**src/rtl/uart_pkg.sv**
```systemverilog
// Shared types and constants for the UART receive front end.
package uart_pkg;

  localparam int unsigned DATA_W           = 8;
  localparam int unsigned CLKS_PER_BIT_DEF = 434;
  localparam int unsigned DEPTH_LOG2_DEF   = 4;

  typedef enum logic [1:0] {
    IDLE  = 2'd0,
    START = 2'd1,
    DATA  = 2'd2,
    STOP  = 2'd3
  } rx_state_t;

endpackage

```
**src/rtl/uart_rx_fifo_sync_fifo.sv**
```systemverilog
// Show-ahead synchronous FIFO: dout always presents the head entry.
// Pointers carry one extra bit so full and empty are distinguishable.
module sync_fifo #(
  parameter int unsigned DATA_W     = 8,
  parameter int unsigned DEPTH_LOG2 = 4
) (
  input  logic              clk,
  input  logic              rst,
  input  logic              push,
  input  logic              pop,
  input  logic [DATA_W-1:0] din,
  output logic [DATA_W-1:0] dout,
  output logic              full,
  output logic              empty
);

  localparam int unsigned DEPTH = 2 ** DEPTH_LOG2;
  localparam int unsigned PTR_W = DEPTH_LOG2 + 1;

  logic [PTR_W-1:0]              wptr_q, wptr_d;
  logic [PTR_W-1:0]              rptr_q, rptr_d;
  logic [DEPTH-1:0][DATA_W-1:0]  mem_q, mem_d;
  logic                          do_push, do_pop;

  assign empty   = (wptr_q == rptr_q);
  assign full    = ((wptr_q - rptr_q) == PTR_W'(DEPTH));
  // A pop in the same cycle frees the slot a full-FIFO push needs.
  assign do_pop  = pop & ~empty;
  assign do_push = push & (~full | do_pop);
  assign dout    = mem_q[rptr_q[DEPTH_LOG2-1:0]];

  always_comb begin
    mem_d  = mem_q;
    wptr_d = wptr_q;
    rptr_d = rptr_q;
    if (do_push) begin
      mem_d[wptr_q[DEPTH_LOG2-1:0]] = din;
      wptr_d = wptr_q + PTR_W'(1);
    end
    if (do_pop) begin
      rptr_d = rptr_q + PTR_W'(1);
    end
  end

  always_ff @(posedge clk) begin
    if (rst) begin
      mem_q  <= '0;
      wptr_q <= '0;
      rptr_q <= '0;
    end else begin
      mem_q  <= mem_d;
      wptr_q <= wptr_d;
      rptr_q <= rptr_d;
    end
  end

endmodule

```
**src/rtl/uart_rx_fifo.sv**
```systemverilog
// 8N1 serial receiver feeding a show-ahead byte FIFO for the core's UART read port.
module uart_rx_fifo
  import uart_pkg::*;
#(
  parameter int unsigned CLKS_PER_BIT = CLKS_PER_BIT_DEF,
  parameter int unsigned DEPTH_LOG2   = DEPTH_LOG2_DEF
) (
  input  logic              clk,
  input  logic              rst,
  input  logic              rxd,
  input  logic              uart_rdreq,
  output logic              uart_empty,
  output logic [DATA_W-1:0] uart_in,
  output logic              frame_err,
  output logic              overrun
);

  localparam int unsigned HALF  = CLKS_PER_BIT / 2;
  localparam int unsigned CNT_W = $clog2(CLKS_PER_BIT);
  localparam int unsigned BIT_W = $clog2(DATA_W);

  rx_state_t          state_q, state_d;
  logic [CNT_W-1:0]   cnt_q, cnt_d;
  logic [BIT_W-1:0]   bit_q, bit_d;
  logic [DATA_W-1:0]  shreg_q, shreg_d;
  logic               sync1_q, sync1_d;
  logic               rxs_q, rxs_d;
  logic               frame_err_q, frame_err_d;
  logic               overrun_q, overrun_d;
  logic               bit_end_c, half_end_c;
  logic               push_c, pop_c, full_c, empty_c;

  assign bit_end_c  = (cnt_q == CNT_W'(CLKS_PER_BIT - 1));
  assign half_end_c = (cnt_q == CNT_W'(HALF - 1));
  assign pop_c      = uart_rdreq & ~empty_c;
  assign uart_empty = empty_c;
  assign frame_err  = frame_err_q;
  assign overrun    = overrun_q;

  always_ff @(posedge clk) begin
    if (rst) begin
      state_q     <= IDLE;
      cnt_q       <= '0;
      bit_q       <= '0;
      shreg_q     <= '0;
      sync1_q     <= 1'b1;
      rxs_q       <= 1'b1;
      frame_err_q <= 1'b0;
      overrun_q   <= 1'b0;
    end else begin
      state_q     <= state_d;
      cnt_q       <= cnt_d;
      bit_q       <= bit_d;
      shreg_q     <= shreg_d;
      sync1_q     <= sync1_d;
      rxs_q       <= rxs_d;
      frame_err_q <= frame_err_d;
      overrun_q   <= overrun_d;
    end
  end

  // Start is re-checked mid-bit so short line glitches fall back to IDLE silently.
  always_comb begin
    state_d = state_q;
    case (state_q)
      IDLE:    if (!rxs_q) state_d = START;
      START:   if (half_end_c) state_d = rxs_q ? IDLE : DATA;
      DATA:    if (bit_end_c && bit_q == BIT_W'(DATA_W - 1)) state_d = STOP;
      STOP:    if (bit_end_c) state_d = IDLE;
      default: state_d = IDLE;
    endcase
  end

  always_comb begin
    sync1_d     = rxd;
    rxs_d       = sync1_q;
    cnt_d       = cnt_q + CNT_W'(1);
    bit_d       = bit_q;
    shreg_d     = shreg_q;
    frame_err_d = 1'b0;
    push_c      = 1'b0;
    if (state_d != state_q || state_q == IDLE) begin
      cnt_d = '0;
    end
    case (state_q)
      START: bit_d = '0;
      DATA: begin
        if (bit_end_c) begin
          shreg_d = {rxs_q, shreg_q[DATA_W-1:1]};
          bit_d   = bit_q + BIT_W'(1);
          cnt_d   = '0;
        end
      end
      STOP: begin
        if (bit_end_c) begin
          push_c      = rxs_q;
          frame_err_d = ~rxs_q;
        end
      end
      default: ;
    endcase
    overrun_d = overrun_q | (push_c & full_c & ~pop_c);
  end

  sync_fifo #(
    .DATA_W    (DATA_W),
    .DEPTH_LOG2(DEPTH_LOG2)
  ) u_fifo (
    .clk  (clk),
    .rst  (rst),
    .push (push_c),
    .pop  (pop_c),
    .din  (shreg_q),
    .dout (uart_in),
    .full (full_c),
    .empty(empty_c)
  );

endmodule

```
**config.mk**
```make
export PLATFORM = sky130hd
export DESIGN_NAME = uart_rx_fifo
export DESIGN_NICKNAME = d
export VERILOG_FILES = /design/src/rtl/uart_pkg.sv /design/src/rtl/uart_rx_fifo_sync_fifo.sv /design/src/rtl/uart_rx_fifo.sv
export SDC_FILE = /design/constraint.sdc
export NUM_CORES = 1
export LEC_CHECK = 0
export ABC_AREA = 1
export CELL_PAD_IN_SITES_DETAIL_PLACEMENT = 0
export CELL_PAD_IN_SITES_GLOBAL_PLACEMENT = 1
export CORE_ASPECT_RATIO = 2
export CORE_UTILIZATION = 46
export DETAILED_ROUTE_END_ITERATION = 10
export HOLD_SLACK_MARGIN = 0.15
export PLACE_DENSITY_LB_ADDON = 0.1
export SLEW_MARGIN = 20
export SYNTH_ARGS = -nofsm -noshare
export SYNTH_HDL_FRONTEND = slang
export SYNTH_SLANG_ARGS = --single-unit
```
**constraint.sdc**
```tcl
create_clock -name clk -period 3.1 [get_ports clk]
set_input_delay 0.31 -clock clk [delete_from_list [all_inputs] [get_ports clk]]
set_output_delay 0.31 -clock clk [all_outputs]
set_load 0.05 [all_outputs]
```
==> metrics, run 1 <==
status complete, no violations; Arrival @ worst endpoint between 2000 and 2500 ps; Pleak 2.875 nW; starting density of the core 0.4698; die height ~190 um; initial antenna violation count 0; nets 1065; Residual DRC 0; largest net degree at the start of global routing 65; Total Die Area approximately 18000 um2; post-synth top area cell dfxtp_1; DR iter-0 viols approximately 560; synthesized area between 7000 and 8000 um2; final-report hold violation count 0; clock buffer depth 2; first-pass GRT wire length a little over 40 mm; RSZ-0062 raised after global routing false; fin crit share 0.8649; vias in the first global route between 7k and 8k; sequential fraction of the synthesis area 0.4168; Critical Path Sink uart_in[5]; syn nets around 1.1k; H-tree depth 4; commonest cells after routing, fill and taps aside 211 x nand2_1, 163 x dfxtp_1, 149 x a21oi_1; Post-synth top flop dfxtp_1; pin slew with the least headroom to its limit approximately 1100 ps; Ports 15; pwr dens ~550 nW/um2; IO buf count 14; CP startpoint kind flop; multi-input logic area between 4000 and 5000 um2; CTS sink cnt between 150 and 200; FF+latch count, synth around 160; ANT nets after route 0; R2R setup slack between 400 and 500 ps; layout overhead on the synthesized area 10.23%; Core Region 16770 um2; fraction of layout cells with a size suffix above 1 0.07940; Reg2Reg Launch Point u_fifo.rptr_q[2]$_SDFFE_PP0P_; setup violators final 0; setup TNS 0 ps; worst setup path class reg2out; DR WL met3 976 um; yosys warns 0; Yosys cell types 31; fmax 373.0 MHz; largest fanout on the critical path 18; Clock Skew around 13 ps; Critical Path RT 2790 ps; gpl congestion about 0.86; Hold-fix buffers, CTS 0; top sig layer met4; Post-Route WL between 20 and 30 mm; most common cell after layout, fill and taps aside nand2_1; Slew HR 0.2426; worst vdd ir approximately 320 uV; Final Core Density 0.5178; Max Slew Vio Count 0; Sequential Area approximately 3300 um2; syn avg cell area approximately 7.3 um2; vias per cell approximately 6.1; area share of the largest cell type after synthesis 0.4168; Global Route Usage Sum 0.3031; DR vias 7658; Root Driver clkbuf_16; fin crit period 2681 ps; ys async rst share 0; row count 67; crit end category output port; First-pass DRT Iterations 5; HPWL Detailed roughly 17 mm; post-CTS setup buffers 0; most area-consuming cells after synthesis dfxtp_1 42%, nand4_1 10%, nand2_1 10%, a21oi_1 9.5%, nor2_1 5.0%; Reg-to-Reg End u_fifo.mem_q[66]$_SDFFE_PP0P_; max-cap violations 0; PostCTS Resize Cnt 0; WL met2 13.35 mm; clk slew on worst S/H paths 60 ps; Critical path origin u_fifo.rptr_q[0]$_SDFFE_PP0P_; R2R cell count 13; M1 wire length roughly 10 mm; filler cell count 1749; worst-skew pair later-pin latency between 400 and 500 ps; die width approximately 95 um; antenna fix cells 0; Post-synth EDFFs 0; Routed WL per cell slightly above 20 um; HP Class in2reg; Post-Synthesis Cells 1078; CTS Buf Count 17; total grt overflow 0; CTS tree yes
## state kept, by name (all words and copies together), names as in the netlist
register and cells:
u_fifo.mem_q 128, shreg_q 8, rxs_q 1, bit_q 3
u_fifo.rptr_q 5, state_q 2, rxs_d 1, frame_err 1
cnt_q 9, u_fifo.wptr_q 5, overrun 1
## kinds of logic (layout without fill, tap and decap cells)
group,Yosys count,in the layout,synth area share
xor gates and xnor gates,10,10,0.01112
adders and majority gates,14,14,0.02224
buffers and inverters,127,107,0.06974
DFF,164,164,0.4168
AOI/OAI and AO/OA,254,254,0.1720
and+or+nand+nor,509,509,0.3080
## where the power goes
part           switching (W)  internal (W)  total (W)
sequential        0.00000742       0.00211    0.00212
clock               0.000868       0.00118    0.00204
combinational       0.000459      0.000181   0.000640
total                0.00133       0.00347    0.00480
## routing by layer
layer  track usage  vias up
met5             0        -
met4        0.1667        0
met3       0.04675       72
met2        0.5167      218
met1        0.3544     3655
li1              -     3713
## cells in the mapped netlist, types with 4 or more instances
| master | instances |
|---|---|
| nand3_1 | 32 |
| o22ai_1 | 19 |
| nand4_1 | 128 |
| xor2_1 | 7 |
| a21oi_1 | 149 |
| inv_1 | 36 |
| o21ai_0 | 69 |
| nand3_2 | 14 |
| buf_1 | 4 |
| buf_2 | 16 |
| ha_1 | 14 |
| nand2_1 | 211 |
| nor3_1 | 8 |
| dfxtp_1 | 164 |
| clkbuf_1 | 55 |
| o221ai_1 | 13 |
| buf_4 | 14 |
| nor2_1 | 104 |
## worst min-delay path by stage
stage / slack, ps / to / start / cells past startpoint
after floorplan: 390 / rxs_q$_SDFF_PP1_ / rxs_d$_SDFF_PP1_ / 1
after global placement: 400 / rxs_q$_SDFF_PP1_ / rxs_d$_SDFF_PP1_ / 1
after detailed placement: 400 / rxs_q$_SDFF_PP1_ / rxs_d$_SDFF_PP1_ / 1
after CTS: 350 / state_q[0]$_SDFF_PP0_ / rst / 2
after global routing: 360 / state_q[0]$_SDFF_PP0_ / rst / 2
final: 370 / state_q[0]$_SDFF_PP0_ / rst / 2
## per-stage QoR
step	hold slack, ps	setup WS, ps	power [W]	std cells	cell area, um2
after global placement	398.2	573.3	0.002805	1235	8133
after CTS	346.3	441.8	0.004826	1265	8682
final	366.1	418.9	0.004803	1265	8682
after floorplan	389.5	921.0	0.002592	1078	7876
after detailed placement	399.7	512.8	0.002803	1235	8133
after global routing	360.6	260.5	0.004966	1265	8682
## critical path, stage by stage, from the launching register on
cell and delay, ps:
dfxtp_2 370, inv_2 300, buf_4 280, o21ai_0 90
o221ai_1 340, o211ai_1 180, nand3_1 150, buf_4 210
## area by class of cell
class	instances	share of cell area
timing repair buffer	39	0.04640
clock buffer	21	0.05073
inverter	38	0.01643
clock inverter	9	0.01254
tap	207	0.02983
sequential	164	0.3783
multi-input combinational	787	0.4658
No activity file was read; power rests on OpenSTA's default activity.
==> run 2: changes to the inputs <==
Settings changed: CORE_UTILIZATION 46 to 45, SYNTH_HIERARCHICAL from default to 1, TNS_END_PERCENT from default to 10.
Clock period 3.1 ns to 2.5 ns, I/O delays scaled along.
==> run 2 against run 1 <==
Final area rose by 24%. Critical endpoint is now uart_in[2]. Critical path type unchanged. Via count is 16% higher. Sequential power rose by 24%. Largest power group is now the clock network. Clock-buffer cell count increased by 3. Clock skew decreased by 6.9 ps. Worst hold slack better by 3.8 ps. Core utilization decreased by 0.19 points. Synthesized cell count increased by 37%. Die area grew 23%.
==> metrics, run 2 <==
Post-synth top flop dfxtp_1; syn nets between 1k and 1.5k; Largest register FFs about 130; vias in the first global route between 8k and 9k; pwr dens between 500 and 600 nW/um2; fraction of layout cells with a size suffix above 1 0.09771; PostCTS Resize Cnt 6; Post-Route WL around 28 mm; synthesized area between 9000 and 10000 um2; Arrival @ worst endpoint 2200 ps; Root Driver clkbuf_16; Global Route Usage Sum 0.2743; worst setup path class reg2out; multi-input logic area ~4600 um2; Post-Synthesis Cells 1478; HPWL Detailed slightly below 20 mm; yosys warns 6; Slew HR 0.3618; crit end category output port; layout overhead on the synthesized area 12.69%; first-pass GRT wire length around 46 mm; Hold-fix buffers, CTS 0; area share of the largest cell type after synthesis 0.3442; worst path cell trace clkinv_1, buf_6, a21oi_1, o21ai_0, nand3_1, nand3_1, nand3_1, buf_12; Largest delay share family, worst path buffers and inverters; Post-synth EDFFs 0; pin slew with the least headroom to its limit about 960 ps; fin crit share 0.9815; top post-synthesis cells by count 330 x nand2_1, 309 x inv_1, 164 x dfxtp_1; setup violators final 0; starting density of the core 0.4578; gpl congestion approximately 0.83; setup TNS 0 ps; fmax about 400 MHz; Sequential Area approximately 3300 um2; CTS tree yes; max-cap violations 0; clk slew on worst S/H paths 60 ps; sequential fraction of the synthesis area 0.3442; antenna fix cells 0; Ports 15; placed instance count 1724; worst setup margin 46.16 ps; die height between 200 and 250 um; CTS sink cnt between 150 and 200; FF+latch count, synth around 160; most frequent CP cell nand3_1; Yosys cell types 40; Residual DRC 0; most area-consuming cells after synthesis dfxtp_1 34%, nand2_1 13%, inv_1 12%, nand4_1 8.7%, nor2_1 6.3%; CP startpoint kind flop; clock buffer depth 2; Core Region around 21000 um2; row count 75; post-synth top area cell dfxtp_1; Top reg by flops u_fifo/mem_q; worst-skew pair later-pin latency around 440 ps; largest fanout on the critical path 35; Routed WL per cell between 15 and 20 um; initial antenna violation count 0; ANT nets after route 0; fin crit period 2454 ps; die width 104.9 um; CTS Buf Count 17; syn avg cell area 6.453 um2; count leader, synth nand2_1; DR vias about 8.9k; largest stage delay on the critical path 410 ps; largest net degree at the start of global routing 69; post-CTS setup buffers 0; crit path buf inv count 3; nets around 1.5k; filler cell count between 2k and 2.5k; ys async rst share 0; Clock Skew just over 6 ps; Critical Path RT 2250 ps; Top Registers u_fifo/mem_q (128), cnt_q (9), shreg_q (8); H-tree depth 4; vias per cell between 5 and 6; RSZ-0062 raised after global routing true; Place WS ~150 ps; status complete, no violations; Non-Filler Instances 1753; First-pass DRT Iterations 6; Max Slew Vio Count 0; HP Class in2reg; total power about 0.0054 W; Worst path slowest cell dfxtp_2; IO buf count 14; total grt overflow 0; DR iter-0 viols 383; worst vdd ir 454.9 uV; Pleak ~4.7 nW; commonest cells after routing, fill and taps aside 330 x nand2_1, 307 x inv_1, 162 x dfxtp_1; most common cell after layout, fill and taps aside nand2_1; final-report hold violation count 0; Total Die Area roughly 22000 um2
## run 2: worst paths after layout
path / start / to / slack [ps] / depth (start not counted)
min: rxd / rxs_d$_SDFF_PP1_ / 370 / 2
min reg2reg: rxs_d$_SDFF_PP1_ / rxs_q$_SDFF_PP1_ / 410 / 1
max reg2reg: u_fifo/rptr_q[3]$_SDFFE_PP0P_ / u_fifo/mem_q[41]$_SDFFE_PP0P_ / 270 / 15
max: u_fifo/rptr_q[0]$_SDFFE_PP0P_ / uart_in[2] / 50 / 8
## run 2: where the power goes
group | switching [W] | internal (W)
registers | 0.00000208 | 0.00262
clock network | 0.00107 | 0.00163
logic | 0.0000859 | 0.0000445
total | 0.00115 | 0.00429
## run 2: routing by layer
layer | track usage | share of wire | vias to the layer above | wire (um)
li1 | - | - | 4606 | -
met1 | 0.2893 | 0.38 | 4046 | 10880
met2 | 0.5099 | 0.54 | 154 | 15270
met3 | 0.04229 | 0.032 | 67 | 901
met4 | 0.1535 | 0.046 | 0 | 1311
met5 | 0 | 0 | - | 0
## run 2: cell type report
type | count | area share
multi-input combinational | 919 | 0.4320
sequential | 164 | 0.3057
inverter | 315 | 0.1112
timing repair buffer | 57 | 0.06566
clock buffer | 24 | 0.04482
tap | 269 | 0.03132
clock inverter | 5 | 0.009313
## run 2: per-stage QoR
step | instance area (um2) | hold slack, ps | util
after floorplan | 9550 | 319.1 | -
after global placement | 10120 | 395.7 | 0.4857
after detailed placement | 10120 | 392.9 | 0.4857
after CTS | 10710 | 354.9 | 0.5142
after global routing | 10750 | 369.1 | 0.5159
final | 10750 | 369.9 | 0.5159
## run 2: cells by family after synthesis
family | share of synthesized area
buffers and inverters | 0.1733
and+or+nand+nor | 0.3656
AOI/OAI and AO/OA | 0.09314
adders and majority gates | 0.01837
DFF | 0.3442
xor gates and xnor gates | 0.005379
==> run 3: changes to the inputs <==
Settings changed: CORE_MARGIN from default to 2, TNS_END_PERCENT 10 to default.
==> run 3 against run 2 <==
Worst setup slack better by 24 ps. Clock skew is 1.1 ps higher. Routed wire length increased by 1.1%. Sequential share of layout area rose by 0.15 points. Flip-flop and latch count stayed put. Register-to-register slack worse by 100 ps. Via count down 0.24%. Critical path depth unchanged. Clock-buffer cell count fell by 3. Die area up 2.9%. Largest cell class unchanged. Largest power group is now registers.
==> metrics, run 3 (synthesis results as in run 2) <==
status complete, no violations; setup TNS 0 ps; crit path buf inv count 3; starting density of the core 0.4558; combinational fraction of design power 0.025; Critical Path RT around 2300 ps; die height roughly 210 um; IO buf count 14; CP startpoint kind flop; placed instance count between 1.5k and 2k; Slew HR 0.4249; Hold-fix buffers, CTS 0; CTS sink cnt about 160; setup violators final 0; total grt overflow 0; top sig layer met4; CTS Buf Count 17; most frequent CP cell nand3_1; filler cell count ~2.2k; clock buffer depth 2; final-report hold violation count 0; CTS tree yes; Top Registers u_fifo/mem_q (128), cnt_q (9), shreg_q (8); commonest cells after routing, fill and taps aside 330 x nand2_1, 307 x inv_1, 163 x dfxtp_1; fmax 411.6 MHz; Routed WL per cell between 15 and 20 um; DR vias roughly 9k; worst vdd ir a little over 500 uV; largest net degree at the start of global routing 74; Clock Power Share 0.485; Sw Pwr roughly 0.0012 W; Root Driver clkbuf_16; fin crit period approximately 2400 ps; WL met2 approximately 15 mm; Residual DRC 0; DR WL met3 about 960 um; HPWL Detailed between 15 and 20 mm; Total Die Area around 22000 um2; gpl congestion around 0.83; post-CTS setup buffers 0; RSZ-0062 raised after global routing false; layout overhead on the synthesized area 12.09%; multi-input logic area about 4600 um2; Cell Int Power about 0.0041 W; Post-Route WL between 20 and 30 mm; largest fanout on the critical path about 50; Largest register FFs approximately 130; Clock Skew roughly 7.4 ps; clk slew on worst S/H paths 70 ps; Top reg by flops u_fifo/mem_q; Max Slew Vio Count 0; switching share of power 0.2299; worst setup margin 70.66 ps; Worst path slowest cell dfxtp_2; largest stage delay on the critical path between 300 and 400 ps; First-pass DRT Iterations 5; max-cap violations 0; M1 wire length between 10 and 15 mm; Core Region around 21000 um2; row count 75; first-pass GRT wire length 45.48 mm; ANT nets after route 0; vias in the first global route 8513; vias per cell just over 5; fraction of layout cells with a size suffix above 1 0.09899; Largest delay share family, worst path buffers and inverters; Place WS approximately 200 ps; Global Route Usage Sum 0.2659; worst-skew pair later-pin latency ~440 ps; DR iter-0 viols 475; H-tree depth 4; Pleak about 4.7 nW; Ports 15; nets ~1.5k; pwr dens 499.5 nW/um2; crit end category output port; most common cell after layout, fill and taps aside nand2_1; worst path cell trace inv_2, buf_12, a21oi_1, o21ai_1, nand3_1, nand3_1, nand3_1, buf_12; Reg power frac 0.490; Sequential Area 3284 um2; fin crit share 0.9717; antenna fix cells 0; Arrival @ worst endpoint roughly 2200 ps; pin slew with the least headroom to its limit around 860 ps; Non-Filler Instances roughly 1.8k; die width roughly 110 um; initial antenna violation count 0; HP Class in2reg; worst setup path class reg2out
==> run 3: cell type report <==
cell class              instances  share of cell area
inverters                     315              0.1118
repair buffers                 55             0.06308
clock buffers                  21             0.04400
well taps                     269             0.03148
flip-flops and latches        164              0.3072
clock inverters                11            0.009713
multi-input cells             919              0.4328
==> run 3: routing by layer <==
layer	global-route usage	vias to the layer above
li1	-	4598
met1	0.2897	3998
met2	0.4790	175
met3	0.04565	81
met4	0.1455	0
met5	0	-
==> run 3: through the flow <==
| step | hold slack, ps | util | power [W] | cell area (um2) |
|---|---|---|---|---|
| 2_1_floorplan | 319.1 | - | 0.002775 | 9550 |
| 3_3_place_gp | 395.8 | 0.4822 | 0.002813 | 10090 |
| 3_5_place_dp | 394.3 | 0.4822 | 0.002812 | 10090 |
| 4_1_cts | 340.2 | 0.5100 | 0.005418 | 10670 |
| 5_1_grt | 379.4 | 0.5109 | 0.005541 | 10690 |
| 6_report | 360.5 | 0.5109 | 0.005340 | 10690 |
==> run 3: power groups by stage <==
stage / Clock (W) / Sequential, W / Combinational [W]
5_1_grt: 0.00277 / 0.00262 / 0.000155
3_5_place_dp: 0 / 0.00268 / 0.000136
4_1_cts: 0.00267 / 0.00262 / 0.000136
3_3_place_gp: 0 / 0.00268 / 0.000137
2_1_floorplan: 0 / 0.00268 / 0.0000998
6_report: 0.00259 / 0.00262 / 0.000135
==> run 3: worst reg2reg max path, stage by stage, from the launching register on <==
cell	delay (ps)
dfxtp_1	330
inv_1	70
ha_1	360
nand2_1	100
inv_1	50
nand3_2	110
clkinvlp_4	120
nor2_2	120
nand2_2	100
nand3_4	110
buf_12	320
nand3_4	260
nand2_1	100
inv_1	40
nor2_1	80
==> run 3: final timing paths <==
path | endpoint | startpoint | cells past startpoint | slack, ps
max reg2reg | u_fifo/mem_q[125]$_SDFFE_PP0P_ | u_fifo/rptr_q[2]$_SDFFE_PP0P_ | 14 | 170
min | rxs_d$_SDFF_PP1_ | rxd | 2 | 360
max | uart_in[3] | u_fifo/rptr_q[0]$_SDFFE_PP0P_ | 8 | 70
min reg2reg | rxs_q$_SDFF_PP1_ | rxs_d$_SDFF_PP1_ | 1 | 420
==> run 3: what timing repair did <==
item | 4_1_cts | 5_1_grt
cloned | 0 | 0
gates resized for setup | 11 | 8
endpoints found under the setup margin | 8 | 9
pin swaps | 0 | 0
